`src/rtl/issue_ctrl.sv`:
```
// Decode/issue sequencer: one-entry decode slot plus an issue register, with a register scoreboard and redirect squash.
// Latency: a beat accepted at edge N with no hazard and a free execute stage is presented on out_* after edge N+1.
// Backpressure: in_ready combinationally follows out_ready and hazards; the issue register holds while !out_ready.
module issue_ctrl #(
  parameter int FLUSH_DEPTH = 1
) (
  input  logic        clk,
  input  logic        rst,
  input  logic        in_valid,
  output logic        in_ready,
  input  logic [31:0] in_instr,
  input  logic [31:0] in_pc,
  output logic        out_valid,
  input  logic        out_ready,
  output logic [31:0] out_instr,
  output logic [31:0] out_pc,
  output logic        out_illegal,
  input  logic        wb_valid,
  input  logic [4:0]  wb_rd,
  input  logic        redirect,
  output logic [31:0] scoreboard,
  output logic [31:0] stall_cycles
);

  localparam logic [3:0] FLUSH_CNT = 4'(FLUSH_DEPTH);

  typedef enum logic {
    ST_RUN  = 1'b0,
    ST_DROP = 1'b1
  } state_t;

  // Register-usage summary of one opcode.
  typedef struct packed {
    logic illegal;
    logic uses_rs1;
    logic uses_rs2;
    logic writes_rd;
  } dec_t;

  function automatic dec_t decode(input logic [6:0] op);
    dec_t d;
    d = '0;
    case (op)
      7'b0110111, 7'b0010111, 7'b1101111: d.writes_rd = 1'b1;   // LUI, AUIPC, JAL
      7'b1100111, 7'b0000011, 7'b0010011: begin                 // JALR, LOAD, OP-IMM
        d.uses_rs1  = 1'b1;
        d.writes_rd = 1'b1;
      end
      7'b1100011, 7'b0100011: begin                             // BRANCH, STORE
        d.uses_rs1 = 1'b1;
        d.uses_rs2 = 1'b1;
      end
      7'b0110011: begin                                         // OP
        d.uses_rs1  = 1'b1;
        d.uses_rs2  = 1'b1;
        d.writes_rd = 1'b1;
      end
      default: d.illegal = 1'b1;
    endcase
    return d;
  endfunction

  // Registered state
  state_t      state_q, state_d;
  logic [3:0]  cnt_q, cnt_d;
  logic        d_valid_q, d_valid_d;
  logic [31:0] d_instr_q, d_instr_d;
  logic [31:0] d_pc_q, d_pc_d;
  logic        out_valid_q, out_valid_d;
  logic [31:0] out_instr_q, out_instr_d;
  logic [31:0] out_pc_q, out_pc_d;
  logic        out_illegal_q, out_illegal_d;
  logic [31:0] sb_q, sb_d;
  logic [31:0] stall_q, stall_d;

  // Combinational decode of slot and issue register
  dec_t        d_dec, o_dec;
  logic [4:0]  d_rs1, d_rs2, d_rd, o_rd;
  logic        hz_rs1, hz_rs2, hz_rd, hazard;
  logic        issue, in_rdy, accept_run, drop_beat, out_hs;
  logic [31:0] sb_set, sb_clr;

  assign d_dec = decode(d_instr_q[6:0]);
  assign o_dec = decode(out_instr_q[6:0]);
  assign d_rs1 = d_instr_q[19:15];
  assign d_rs2 = d_instr_q[24:20];
  assign d_rd  = d_instr_q[11:7];
  assign o_rd  = out_instr_q[11:7];

  // Hazard: any register the slot touches is busy or about to be written by the issue register.
  always_comb begin
    hz_rs1 = 1'b0;
    hz_rs2 = 1'b0;
    hz_rd  = 1'b0;
    if (d_dec.uses_rs1 && (d_rs1 != 5'd0))
      hz_rs1 = sb_q[d_rs1] || (out_valid_q && o_dec.writes_rd && (o_rd == d_rs1));
    if (d_dec.uses_rs2 && (d_rs2 != 5'd0))
      hz_rs2 = sb_q[d_rs2] || (out_valid_q && o_dec.writes_rd && (o_rd == d_rs2));
    if (d_dec.writes_rd && (d_rd != 5'd0))
      hz_rd = sb_q[d_rd] || (out_valid_q && o_dec.writes_rd && (o_rd == d_rd));
    hazard = d_valid_q && (hz_rs1 || hz_rs2 || hz_rd);
  end

  // Handshake terms; in DROP every beat is swallowed, and nothing is accepted on a redirect or in reset.
  always_comb begin
    issue      = d_valid_q && !hazard && (!out_valid_q || out_ready) && !redirect;
    in_rdy     = !rst && !redirect && ((state_q == ST_DROP) || !d_valid_q || issue);
    accept_run = in_valid && in_rdy && (state_q == ST_RUN);
    drop_beat  = in_valid && in_rdy && (state_q == ST_DROP);
    out_hs     = out_valid_q && out_ready && !redirect;
  end

  // Decode slot and issue register next state; redirect squashes both.
  always_comb begin
    d_valid_d     = d_valid_q;
    d_instr_d     = d_instr_q;
    d_pc_d        = d_pc_q;
    out_valid_d   = out_valid_q;
    out_instr_d   = out_instr_q;
    out_pc_d      = out_pc_q;
    out_illegal_d = out_illegal_q;
    if (redirect) begin
      d_valid_d   = 1'b0;
      out_valid_d = 1'b0;
    end else begin
      if (issue) begin
        out_valid_d   = 1'b1;
        out_instr_d   = d_instr_q;
        out_pc_d      = d_pc_q;
        out_illegal_d = d_dec.illegal;
      end else if (out_ready) begin
        out_valid_d = 1'b0;
      end
      if (accept_run) begin
        d_valid_d = 1'b1;
        d_instr_d = in_instr;
        d_pc_d    = in_pc;
      end else if (issue) begin
        d_valid_d = 1'b0;
      end
    end
  end

  // Scoreboard: mark on execute handshake, release on writeback; a same-cycle mark wins.
  always_comb begin
    sb_set = '0;
    sb_clr = '0;
    if (out_hs && o_dec.writes_rd && (o_rd != 5'd0))
      sb_set[o_rd] = 1'b1;
    if (wb_valid)
      sb_clr[wb_rd] = 1'b1;
    sb_d    = (sb_q & ~sb_clr) | sb_set;
    sb_d[0] = 1'b0;
  end

  // Saturating count of cycles the slot sits blocked on a hazard.
  always_comb begin
    stall_d = stall_q;
    if (hazard && (stall_q != 32'hFFFF_FFFF))
      stall_d = stall_q + 32'd1;
  end

  // Stale-beat drop sequencing after a redirect.
  always_comb begin
    state_d = state_q;
    cnt_d   = cnt_q;
    if (redirect) begin
      cnt_d   = FLUSH_CNT;
      state_d = (FLUSH_CNT == 4'd0) ? ST_RUN : ST_DROP;
    end else if (state_q == ST_DROP) begin
      if (cnt_q == 4'd0) begin
        state_d = ST_RUN;
      end else if (drop_beat) begin
        cnt_d = cnt_q - 4'd1;
        if (cnt_q == 4'd1)
          state_d = ST_RUN;
      end
    end
  end

  // All state registers, cleared asynchronously.
  always_ff @(posedge clk or posedge rst) begin
    if (rst) begin
      state_q       <= ST_RUN;
      cnt_q         <= 4'd0;
      d_valid_q     <= 1'b0;
      d_instr_q     <= 32'd0;
      d_pc_q        <= 32'd0;
      out_valid_q   <= 1'b0;
      out_instr_q   <= 32'd0;
      out_pc_q      <= 32'd0;
      out_illegal_q <= 1'b0;
      sb_q          <= 32'd0;
      stall_q       <= 32'd0;
    end else begin
      state_q       <= state_d;
      cnt_q         <= cnt_d;
      d_valid_q     <= d_valid_d;
      d_instr_q     <= d_instr_d;
      d_pc_q        <= d_pc_d;
      out_valid_q   <= out_valid_d;
      out_instr_q   <= out_instr_d;
      out_pc_q      <= out_pc_d;
      out_illegal_q <= out_illegal_d;
      sb_q          <= sb_d;
      stall_q       <= stall_d;
    end
  end

  assign in_ready     = in_rdy;
  assign out_valid    = out_valid_q;
  assign out_instr    = out_instr_q;
  assign out_pc       = out_pc_q;
  assign out_illegal  = out_illegal_q;
  assign scoreboard   = sb_q;
  assign stall_cycles = stall_q;

endmodule

```
`config.mk`:
```
export PLATFORM = sky130hd
export DESIGN_NAME = issue_ctrl
export DESIGN_NICKNAME = d
export VERILOG_FILES = /design/src/rtl/issue_ctrl.sv
export SDC_FILE = /design/constraint.sdc
export NUM_CORES = 1
export LEC_CHECK = 0
export CORE_UTILIZATION = 35
export DETAILED_ROUTE_END_ITERATION = 16
export PLACE_DENSITY = 0.64
export SETUP_SLACK_MARGIN = 0.15
export SLEW_MARGIN = 20
export SYNTH_ARGS = -nofsm -noshare
export SYNTH_HDL_FRONTEND = slang
export SYNTH_SLANG_ARGS = --single-unit
export TNS_END_PERCENT = 50
```
`constraint.sdc`:
```
create_clock -name clk -period 7.25 [get_ports clk]
set_input_delay 1.0875 -clock clk [delete_from_list [all_inputs] [get_ports clk]]
set_output_delay 1.0875 -clock clk [all_outputs]
set_load 0.02 [all_outputs]
```
==> metrics.cfg <==
[worst_setup_path]
startpoint_type = flip-flop
end_kind = output pin
crit_chain = mux4_2 > o221ai_1 > a21oi_1 > a2111oi_0 > o21ai_0 > nor3b_2 > o311a_1 > clkdlybuf4s50_1
criticalPathCategory = flip-flop to output pin
cp.required_ns = 6.16
worstPathMaxFanout = 14
cp_slowest_stage_delay_ns = 0.72
cp_num_buf_inv = 1
crit_path_top_delay_cell = dfrtp_1
cp_top_family = compound AO/OA/AOI/OAI gates
arrival_ns = 3.88

[cells_and_area]
fill_cells = 2417
seq_area_um2 = 4980
final_cell_mix = 204 x clkdlybuf4s50_1, 199 x dfrtp_1, 99 x mux2_4, 62 x o21ai_0, 43 x mux2_2
multi_input_area_um2 = 4390
n_antenna_cell = 0
syn2layout_area_growth_pct = 29.8
nets = 1019
stdcell_area_um2 = 12600
final_common_cell = clkdlybuf4s50_1
final_layout_size_suffix_gt1_share_pct = 21.4

[clocking]
htreeDepth = 4
worstSkewPairLatency_ns = 0.44
hold_buffers = 0
ctsResizeCount = 0
post_cts_buffers = 0
tritoncts = built
clockRootBuffer = clkbuf_16
cts_buffers = 17
clkSlewWorstSetupHoldPaths_ns = 0.08
clk_path_buf_depth = 2
cts.sinks = 199

[power]
p_leak_nw = 5.41
powerDensity_nw_per_um2 = 222
total_power_mw = 2.79
ir_drop_mv = 0.151

[detailed_routing]
vias = 6781
first_pass_iters = 5
drt-initial-drc-count = 537
viasPerCell = 5.24
postRouteAntennaNets = 0
wl_per_cell_um = 20.0
drc = 0
totalWireLength_mm = 25.8

[global_route]
grt_max_degree = 89
grt_overflow_total = 0
track_usage_pct = 18.5
grt_pass1_vias = 6756
grt_pass1_wl_mm = 40.5
antenna_found_initial = 0

[synthesis]
ys_seq_area_share_pct = 51.4
synthCells = 751
synth_cell_type_count = 54
synth-async-reset-ratio_pct = 100
yosysWarnings = 0
synth_edf_count = 0
synth-seq-cells = 199
ys.flop_type = dfrtp_1
synth_nets = 830
syn_area_um2 = 9690
syn_avg_cell_area_um2 = 12.9

[run_status]
status = finished clean

[timing]
relSlewSlack_pct = 40.0
fin_setup_tns_ns = 0
maxSlewViolCount = 0
finalCritPeriodShare_pct = 68.5
hold_viol = 0
max_freq_ghz = 0.201
finalCriticalPeriod_ns = 4.97
finalSetupViolCount = 0
finalClockSkew_ns = 0.0207
finalHoldWorstSlack_ns = 0.494
worst_pin_slew_ns = 0.899
rsz0062_at_grt = false

[die]
core_um2 = 27000
die_h_um = 168
dieArea_um2 = 28400
die_w_um = 168
start_util_pct = 35.8
rows = 60
io_pins = 206

[placed_design]
post_dp_cell_area_um2 = 12000
gp_congestion = 0.879
portBuffers = 204
hpwl_mm = 17.8

[min_path]
hold_class = flip-flop to flip-flop

[job]
max-cap-violations = 0

registers in the layout (all words and copies together), names as in the netlist, 4 cells and up:
register and cells:
cnt_q 4, scoreboard 31, out_pc 32, stall_cycles 32, d_pc_q 32, d_instr_q 32, out_instr 32
cell usage after synthesis, types with 12 or more instances:
| cell | n | share of area [%] |
|---|---|---|
| buf_6 | 13 | 1.5 |
| clkbuf_1 | 13 | 0.50 |
| dfrtp_1 | 199 | 51 |
| inv_1 | 19 | 0.74 |
| mux2_2 | 43 | 5.0 |
| mux2_4 | 99 | 15 |
| mux2i_1 | 15 | 1.5 |
| mux4_2 | 12 | 2.8 |
| nand2_1 | 36 | 1.4 |
| nand3_1 | 23 | 1.2 |
| nor2_1 | 29 | 1.1 |
| nor3_1 | 19 | 0.98 |
| nor4_1 | 13 | 0.84 |
| o21ai_0 | 62 | 3.2 |
| xnor2_1 | 22 | 2.0 |
| xor2_1 | 27 | 2.4 |
layout make-up:
class,count,share of cell area (%)
Multi-Input combinational cell,494,34.9
Sequential cell,199,39.6
Clock buffer,17,3.38
Inverter,19,0.627
Timing Repair Buffer,209,16.5
Clock inverter,15,1.55
Tap cell,341,3.39
worst paths after layout:
kind,startpoint,end,slack [ns],depth (start not counted)
setup reg to reg,d_instr_q[20],d_instr_q[21],2.80,9
max in group asynchronous,rst,out_instr[28],4.19,4
setup / recovery,d_instr_q[20],in_ready,2.28,8
hold / removal,stall_cycles[18],stall_cycles[18],0.49,1
hold reg to reg,stall_cycles[18],stall_cycles[18],0.49,1
min in group asynchronous,rst,out_pc[9],1.13,2
routing by layer:
layer  GRT usage (%)  vias up  part of all wire, %
met1            26.5     3419                   47
met3            4.16       27                  6.5
met5               0        -                    0
met4            4.66        0                  1.2
met2            28.3      258                   45
li1                -     3077                    -
kinds of logic (layout without fill, tap and decap cells):
logic type | count (synthesis) | after routing | synth area share, %
xor+xnor | 49 | 49 | 4.43
flops | 199 | 199 | 51.4
mux | 169 | 169 | 24.7
other cells | 1 | 1 | 0.0387
simple gates | 167 | 167 | 8.94
compound gates | 104 | 104 | 6.57
buf+inv | 58 | 260 | 3.42
fa+ha+maj | 4 | 4 | 0.517
metrics by stage:
stage | setup WS [ns] | std cells | utilization, %
after floorplan | 0.201 | 751 | -
after global placement | 2.73 | 1262 | 44.2
after detailed placement | 2.67 | 1262 | 44.2
after CTS | 2.22 | 1294 | 46.5
after global routing | 2.02 | 1294 | 46.5
final | 2.28 | 1294 | 46.5
worst register-to-register path: stages, from the launching register on:
cell and delay [ns]:
dfrtp_1 0.72, mux4_2 0.58, o221ai_1 0.21, a21oi_1 0.06
a2111oi_0 0.43, o21ai_0 0.30, nor3b_2 0.32, o211a_4 0.77
buf_4 0.56, mux2_2 0.39
report_power, final:
part / total, mW / switching, mW / internal [mW]
logic: 0.446 / 0.166 / 0.280
clock network: 0.991 / 0.514 / 0.477
registers: 1.35 / 0.141 / 1.21
total: 2.79 / 0.821 / 1.97
No activity file was read; power rests on OpenSTA's default activity.
==> variant (same settings) <==
Take the reset off `sb_q` and load it in a clocked block of its own.
--- a/src/rtl/issue_ctrl.sv
+++ b/src/rtl/issue_ctrl.sv
@@ -191,5 +191,4 @@
       out_pc_q      <= 32'd0;
       out_illegal_q <= 1'b0;
-      sb_q          <= 32'd0;
       stall_q       <= 32'd0;
     end else begin
@@ -203,7 +202,10 @@
       out_pc_q      <= out_pc_d;
       out_illegal_q <= out_illegal_d;
-      sb_q          <= sb_d;
       stall_q       <= stall_d;
     end
+  end
+
+  always_ff @(posedge clk) begin
+    sb_q <= sb_d;
   end
 
Behaviour: differs if rst is asserted again (counterexample within 4 cycles, from zero or initial values and one cycle with rst high); with rst held inactive, the same outputs for 4 cycles.
==> variant against the unedited design <==
  * Core utilization about the same
  * Power rose by 9.3%
  * Cell count decreased by 1.9%
  * Sequential cell count did not move
  * Register-to-register slack worse by 0.20 ns
  * Worst setup slack worse by 0.30 ns
  * Area after synthesis down 4.1%
  * Final area is 3.5% lower
  * Routed wire length down 4.7%
  * Global-route usage down 0.055 points
==> variant: results (changes against the unedited design) <==
- The total vias in the final route was 6,698 (-1.2%).
* Nets: 1,001 (-1.8%)
- Area share of xor/xnor cells in the synthesized design: 0.0462 (+0.00192)
- Post-Place Setup Slack: 2.40 ns (-0.272 ns)
- The post-CTS resize count came to 0 (unchanged).
- Highest cell delay on the worst timing path: 0.76 ns (+0.04 ns)
* Synthesized-area fraction occupied by adder cells: 0.00539 (+0.000223)
* Main area contributors after synthesis: dfrtp_1 45%, mux2_2 10%, mux2_4 7.9%
- Slew headroom: 0.333 (-0.0677)
- The HPWL after detailed placement came to 16.8 mm (-5.6%).
- The net count after synthesis came to 813 (-2.0%).
- Fraction of final layout cells sized beyond drive strength 1: 0.215 (+0.000912)
* Count of unique library cells instantiated by Yosys: 61 (+13%)
- First-pass GRT wire length: 38.1 mm (-5.9%)
- The mux contribution to synthesized area came to 0.235 (-0.0118).
* Register-to-register path setup slack: 2.60 ns (-0.20 ns)
- List of most frequent post-synthesis cells: 168 x dfrtp_1, 86 x mux2_2, 67 x o21ai_0, 49 x mux2_4, 34 x xor2_1
- Power Internal: 2.12 mW (+7.7%)
- The final worst setup slack was 1.98 ns (-0.303 ns).
- Fill cell count: 2,355 (-2.6%)
- The routed length per instance came to 19.4 um (-2.9%).
* Global placement routability congestion: 0.862 (-1.9%)
* Max Clock Skew: 0.0167 ns (-0.00394 ns)
- Dominant combinational cell family by area after synthesis: multiplexers
- Sequential share of the synthesized area: 0.520 (+0.00552)
* Switching share of power: 0.304 (+0.00979)
* Compound-cell area share of the yosys netlist: 0.0652 (-0.000525)
- Via count of the first global-routing pass: 6,480 (-4.1%)
- Share of async-settable or async-resettable flops after synthesis: 0.844 (-0.156)
* Largest driver fanout on the critical path: 15 (+1)
* Drt pass-1 iters: 4 (-1)
- The run finished with clean final reports.
- Overall global routing resource usage: 0.185 (-0.000550)
- Lkg Pwr: 5.15 nW (-4.8%)
- The power consumed by sequential cells is 1.46 mW (+8%).
* Maximum number of pins on one net before global-route repair: 96 (+7.9%)
## variant: cell count changes after synthesis, moves of 7 or more
cell / change
xor2_1: +7
inv_1: -9
mux2_4: -50
nor3_1: +7
buf_6: -13
mux2_2: +43
xnor2_1: -7
dfrtp_1: -31
dfxtp_1: +31
## variant: cell families (layout without fill, tap and decap cells)
kind of cell | Yosys count | count (layout)
compound gates | 101 | 101
buf+inv | 51 | 252
fa+ha+maj | 4 | 4
mux | 164 | 164
flops | 199 | 199
other cells | 1 | 1
simple gates | 165 | 165
xor+xnor | 49 | 49
## variant: per-layer routing
metal / up-vias / global-route usage / share of wire
met3: 33 / 0.0407 / 0.073
met2: 283 / 0.273 / 0.46
met1: 3363 / 0.265 / 0.45
li1: 3019 / - / -
met5: - / 0 / 0
met4: 0 / 0.0621 / 0.017
## variant: metrics by stage
stage	util	instances	hold slack [ns]	cell area, um2
6_report	0.466	1270	0.494	12100
3_5_place_dp	0.442	1238	0.488	11500
2_1_floorplan	-	734	0.475	9290
5_1_grt	0.466	1270	0.516	12100
3_3_place_gp	0.442	1238	0.477	11500
4_1_cts	0.466	1270	0.501	12100
## variant: path summary, 6_finish.rpt
| kind | startpoint | to |
|---|---|---|
| setup / recovery | d_instr_q[15] | in_ready |
| hold / removal | stall_cycles[5] | stall_cycles[5] |
| setup reg to reg | d_instr_q[15] | d_instr_q[31] |
| hold reg to reg | stall_cycles[5] | stall_cycles[5] |
| max in group asynchronous | rst | out_instr[4] |
| min in group asynchronous | rst | cnt_q[0] |
## variant: area by class of cell
class,count,share of cell area
sequential,199,0.398
multi-input combinational,484,0.343
timing repair buffer,209,0.171
clock buffer,17,0.0351
tap,335,0.0346
clock inverter,15,0.0146
inverter,11,0.00382
